File: src/rtl/ama_riscv_fetch_pkg.sv
// Shared fetch/decoder definitions: next-PC select encodings, NOP and reset vector.
package ama_riscv_fetch_pkg;

   localparam int unsigned XLEN = 32;

   typedef enum logic [1:0] {
      PC_SEL_INC4       = 2'd0,
      PC_SEL_ALU        = 2'd1,
      PC_SEL_BP         = 2'd2,
      PC_SEL_START_ADDR = 2'd3
   } pc_sel_t;

   localparam logic [XLEN-1:0] NOP                  = 32'h0000_0013;
   localparam logic [XLEN-1:0] RESET_VECTOR_DEFAULT = 32'h0000_0000;

   // Redirect targets are always word aligned.
   function automatic logic [XLEN-1:0] align_word(input logic [XLEN-1:0] addr);
      return addr & ~(XLEN'(3));
   endfunction

endpackage

File: src/rtl/ama_riscv_pc_mux.sv
// Combinational next-PC select; holds the current PC when pc_we is low.
module ama_riscv_pc_mux
   import ama_riscv_fetch_pkg::*;
#(
   parameter logic [XLEN-1:0] RESET_VECTOR = RESET_VECTOR_DEFAULT
) (
   input  logic [1:0]      pc_sel,
   input  logic            pc_we,
   input  logic [XLEN-1:0] pc,
   input  logic [XLEN-1:0] alu_out,
   output logic [XLEN-1:0] pc_next_c
);

   always_comb begin
      pc_next_c = pc;
      if (pc_we) begin
         case (pc_sel_t'(pc_sel))
            PC_SEL_INC4:       pc_next_c = pc + XLEN'(4);
            PC_SEL_ALU:        pc_next_c = align_word(alu_out);
            // Reserved select; sequential fetch.
            PC_SEL_BP:         pc_next_c = pc + XLEN'(4);
            PC_SEL_START_ADDR: pc_next_c = RESET_VECTOR;
            default:           pc_next_c = pc + XLEN'(4);
         endcase
      end
   end

endmodule

File: src/rtl/ama_riscv_fetch.sv
// IF stage: PC register, IMEM addressing, IF/ID instruction/PC registers and
// the post-reset pipeline clear sequence.
module ama_riscv_fetch
   import ama_riscv_fetch_pkg::*;
#(
   parameter logic [XLEN-1:0] RESET_VECTOR = RESET_VECTOR_DEFAULT,
   parameter int unsigned     IMEM_AW      = 14
) (
   input  logic               clk,
   input  logic               rst,
   input  logic [1:0]         pc_sel,
   input  logic               pc_we,
   input  logic               stall_if,
   input  logic               clear_if,
   input  logic [XLEN-1:0]    alu_out,
   input  logic [XLEN-1:0]    imem_rdata,
   output logic [IMEM_AW-1:0] imem_addr,
   output logic [XLEN-1:0]    pc,
   output logic [XLEN-1:0]    inst_id,
   output logic [XLEN-1:0]    pc_id,
   output logic [XLEN-1:0]    pc_inc4_id,
   output logic               rst_seq_id,
   output logic               rst_seq_ex,
   output logic               rst_seq_mem
);

   logic [XLEN-1:0] pc_mux_out;
   logic [XLEN-1:0] pc_next;
   logic            stall_q;
   logic [2:0]      rs;

   ama_riscv_pc_mux #(
      .RESET_VECTOR (RESET_VECTOR)
   ) u_pc_mux (
      .pc_sel    (pc_sel),
      .pc_we     (pc_we),
      .pc        (pc),
      .alu_out   (alu_out),
      .pc_next_c (pc_mux_out)
   );

   // Reset overrides the select so IMEM is already fetching the reset vector
   // when reset releases; nothing computed before reset can leak through.
   assign pc_next   = rst ? RESET_VECTOR : pc_mux_out;
   assign imem_addr = pc_next[IMEM_AW+1:2];

   always_ff @(posedge clk) begin
      pc <= pc_next;
   end

   always_ff @(posedge clk) begin
      if (rst) begin
         stall_q <= 1'b0;
         rs      <= 3'b111;
      end else begin
         stall_q <= stall_if;
         rs      <= {rs[1:0], 1'b0};
      end
   end

   // Bubble is decided one edge early so inst_id is NOP exactly while
   // stall_q, clear_q or rst_seq_id would be high.
   always_ff @(posedge clk) begin
      if (rst || stall_if || clear_if) inst_id <= NOP;
      else                             inst_id <= imem_rdata;
   end

   always_ff @(posedge clk) begin
      if (rst)           pc_id <= RESET_VECTOR;
      else if (!stall_q) pc_id <= pc;
   end

   assign pc_inc4_id  = pc_id + XLEN'(4);
   assign rst_seq_id  = rs[0];
   assign rst_seq_ex  = rs[1];
   assign rst_seq_mem = rs[2];

endmodule

File: config.mk
export PLATFORM = sky130hd
export DESIGN_NAME = ama_riscv_fetch
export DESIGN_NICKNAME = d
export VERILOG_FILES = /design/src/rtl/ama_riscv_fetch_pkg.sv /design/src/rtl/ama_riscv_pc_mux.sv /design/src/rtl/ama_riscv_fetch.sv
export SDC_FILE = /design/constraint.sdc
export NUM_CORES = 1
export LEC_CHECK = 0
export CAP_MARGIN = 20
export CELL_PAD_IN_SITES_DETAIL_PLACEMENT = 0
export CELL_PAD_IN_SITES_GLOBAL_PLACEMENT = 1
export CORE_UTILIZATION = 28
export DETAILED_ROUTE_END_ITERATION = 6
export HOLD_SLACK_MARGIN = 0.1
export PLACE_DENSITY = 0.81
export SETUP_SLACK_MARGIN = 0.2
export SLEW_MARGIN = 20
export SYNTH_ARGS = -nofsm -noshare
export SYNTH_HDL_FRONTEND = slang
export SYNTH_HIERARCHICAL = 1
export SYNTH_SLANG_ARGS = --single-unit
File: constraint.sdc
create_clock -name clk -period 2.9 [get_ports clk]
set_input_delay 0.725 -clock clk [delete_from_list [all_inputs] [get_ports clk]]
set_output_delay 0.725 -clock clk [all_outputs]
set_load 0.01 [all_outputs]
* Word-level counts from Yosys, hierarchy flattened
Index checks and enable logic that the tools add are counted.
Word-level totals: flip-flop bits (word level) 100, bits of input ports 71, output and inout bits 145, logic and storage cells 20
Cells by class: add/sub/neg operators 2, equality and inequality tests 3, muxes and demuxes 4, reduce and logical (&&, ||, !) cells 4
Operators with widths (number):
- 32-bit one-hot mux with 3 select lines | 1
- 32-bit by 3-bit adder with 32-bit output (second input constant) | 2
- 16-bit 2-to-1 mux | 2
- 2-bit equality test (second input constant) | 2
- 2-bit by 1-bit equality test with 1-bit output (second input constant) | 1
- 2-bit logical NOT | 1
- 1-bit logical OR | 2
- 2-bit OR reduction | 1
- 1-bit 2-to-1 mux | 1

* Depth between registers and ports, before layout
depth in word-level cells 5, depth in mapped cells 7, mapped depth without buffers 6

* Hierarchy
Netlist, hierarchy kept.
Modules (own cells, without submodules):
- ama_riscv_fetch | instances 1, cells each 334, area an instance 3590.9 um2, seq. area each 2001.9 um2
- ama_riscv_pc_mux | instances 1, cells each 214, area an instance 1320.0 um2, seq. area each 0.0 um2

* Worst setup path before layout
No wires, ideal clock.
path kind input to output, start point input port pc_we, end point output port imem_addr[4], arrival time 1.841 ns, path slack 0.334 ns, cell stages on the path 6, cell sequence inv_1 > clkbuf_1 > or3_2 > a21oi_1 > a221o_2 > nor2b_1
Between the ends: word-level cells in the longest chain between the ends 2
Ends and longest elaborated chain:
- from (decl) | RTL line ama_riscv_fetch.sv:12 | input logic pc_we,
- 16-bit 2-to-1 mux | RTL line ama_riscv_pc_mux.sv:16 | if (pc_we) begin
- named net pc_mux_out[6] | RTL line ama_riscv_fetch.sv:27 | logic [XLEN-1:0] pc_mux_out;
- 16-bit 2-to-1 mux | RTL line ama_riscv_fetch.sv:44 | assign pc_next = rst ? RESET_VECTOR : pc_mux_out;
- to (decl) | RTL line ama_riscv_fetch.sv:17 | output logic [IMEM_AW-1:0] imem_addr,
The timed path passes the listed nets, and every way through them passes these cells.

* Worst setup path after layout
Same ends and word-level chain as after synthesis.

==> run metrics <==
Sw Ratio 24.3%; Rel. slew slack 52.5%; synthesized area 0.00491 mm²; post-route clock period utilization 93.1%; Post-synth top cells dfxtp_1, nor2_1, mux2i_1; Startpoint Class input port; final setup fails 0; predominant post-synthesis flop cell dfxtp_1; Cell Area, Placed 0.00759 mm²; DRC 0; port buffer count 213; P&R area growth vs syn 67.4%; H-tree levels 3; Worst setup EP type output pin; final core utilization 47.7%; number of synthesized flops with an enable pin 0; CTS root buf clkbuf_16; Post-Route WL 16,200 µm; Setup crit end imem_addr[4]; Vias/cell 4.75; worst reg2reg setup slack 0.83 ns; WP data arrival 1.98 ns; share of the synthesized area in the top cell type 40.8%; final instance area 0.00822 mm²; footprint of the multi-input gates 0.00291 mm²; pre-CTS setup slack -0.558 ns; Worst R2R Start pc[18]; DRT antenna net count 0; Yosys reg bits 100; Async SR Flop Fraction 0%; Pre-Repair DR Iteration Count 4; minimum hold slack 0.469 ns; first-pass GRT wire length 25,200 µm; Placer Congestion 0.759; reg2reg end pc[30]; Filler cells 1,692; Syn Nets 621; Die ar. 0.0181 mm²; Clk pwr share 38.3%; Longest Clk Path Bufs 2; Crit Path Class input port to output pin; Worst Path Required 2.17 ns; Slew Limit Fails 0; Die Span Y 134 µm; gr ovfl total 0; crit path from pc_we; Distinct cells, synth 49; maximum VDD drop 0.296 mV; Setup Skew 0.00752 ns; leakage 3.41 nW; status completed; Max Cap Viol 0; final number of hold-violating endpoints 0; Worst-Margin Slew 0.702 ns; Area contributors post-synth dfxtp_1, mux2i_1, nor2_1, nor2b_1, and2_1; Yosys warning count 6; Sw Pwr 0.776 mW; Comb power frac 15.8%; core area 0.0172 mm²; Ports 216; cell mode on critical path buf_6; clk slew on worst S/H paths 0.06 ns; Rows 48; Syn Inst Count 548; Ant. Diodes 0; CTS tree yes; Pwr Density 389 mW/mm²; sequential power share 45.9%; CP Cell Sequence buf_2 -> buf_6 -> nand2_4 -> nor2_4 -> buf_6 -> buf_6 -> a221o_2 -> nor2b_4 -> buf_6; CTS sink count 100; cts bufs inserted 9; initial antenna violation count 1; dpl cells 1,007; slowest cell on the critical path a221o_2; Final Net Count 882; clock latency on the worst-skew pair 0.34 ns; Tmin final 2.70 ns; crit-path max cell delay 0.35 ns; Fmax 370 MHz; setup ws final 0.199 ns; Iter 0 DRT Violations 196; synthesized area per cell 8.96 µm²; sequential area share after synthesis 40.8%; Reg area 0.00204 mm²; share of layout cells above drive strength 1 23.3%; via count 4,936; post-synth top area cell dfxtp_1; Reg2Reg Depth 5; worst min path class register to register; most common cell in the netlist dfxtp_1; Final Instance Count excl. Fillers 1,039; drt wl/cell 15.6 µm; die width 134 µm; internal power 2.42 mW; CP Max Fanout 6; largest net degree at the start of global routing 33; vias in the first global route 4,729; Starting Density 28.5%; detailed placement HPWL 11,900 µm; total global-route track usage 18.0%; RSZ-0062 raised after global routing yes; CTS Hold Bufs 0
-- worst min-delay path by stage --
stage / startpoint / endpoint / slack, ns / cells after the start
floorplan: rs[0] / rs[1] / 0.49 / 1
global placement: rs[1] / rs[2] / 0.44 / 1
detailed placement: rs[1] / rs[2] / 0.44 / 1
CTS: rs[1] / rs[2] / 0.47 / 1
global route: rs[1] / rs[2] / 0.50 / 1
finish: rs[0] / rs[1] / 0.47 / 1
-- layout make-up --
class	count	share of cell area [%]
clock buffers	12	3.12
inverters	22	1.00
flip-flops and latches	100	24.8
clock inverters	4	0.578
multi-input cells	390	35.4
repair buffers	286	31.7
well taps	225	3.42
-- worst max-delay path, delay by kind of cell --
kind | cells | cell delay (ns)
buffers and inverters | 5 | 0.65
AO/OA/AOI/OAI | 1 | 0.35
AND/OR/NAND/NOR | 3 | 0.24
-- cells in the final DEF (no fill, tap or decap), types with 6 or more instances in the layout --
master	instances
nor4_4	9
o21ai_0	7
dlygate4sd2_1	18
a311o_1	6
clkbuf_16	9
a21oi_1	6
a211o_1	6
buf_2	13
xnor2_1	15
buf_4	65
mux2i_1	43
dfxtp_2	16
clkbuf_2	8
nor2b_2	7
clkdlybuf4s50_1	170
and2_1	31
xor2_1	13
inv_1	21
dfxtp_1	80
nand3_1	27
nor2_1	62
buf_6	7
a22oi_1	22
nor3_2	9
nand4_1	20
nand2_1	13
nor2b_1	27
-- cell families after synthesis --
group           synth area share (%)
compound gates                  9.12
xor+xnor                        4.99
flops                           40.8
buf+inv                         5.15
fa+ha+maj                      0.509
simple gates                    30.7
mux                             8.76
-- through the flow --
stage | setup TNS [ns] | power, mW
after global routing | 0 | 3.35
final | 0 | 3.20
after detailed placement | -6.83 | 2.00
after global placement | -6.38 | 2.00
after CTS | 0 | 3.24
after floorplan | 0 | 1.69
-- metal layers --
layer	GRT usage (%)	routed length, µm	part of all wire, %	vias up
li1	-	-	-	2447
met2	29.4	7610	47	168
met4	5.56	246	1.5	2
met3	5.97	1310	8.1	19
met1	22.3	7020	43	2300
met5	0	8	0.049	-
-- what timing repair did --
action / 4_1_cts / 5_1_grt
endpoints found under the setup margin: 40 / 26
pin swaps: 8 / 10
endpoints found under the hold margin: 0 / 0
buffers inserted: 13 / 3
gates resized for setup: 141 / 51
-- power groups by stage --
stage	clock (mW)	sequential (mW)	combinational [mW]
2_1_floorplan	0	1.52	0.171
3_3_place_gp	0	1.49	0.501
3_5_place_dp	0	1.50	0.504
4_1_cts	1.27	1.47	0.509
5_1_grt	1.32	1.47	0.548
6_report	1.22	1.47	0.506
-- flip-flops by register name (all words and copies together) (netlist names) --
signal	cells
inst_id	32
pc	32
pc_id	32
rs	3
stall_q	1
Note: power is estimated with default switching activity, not from simulation.
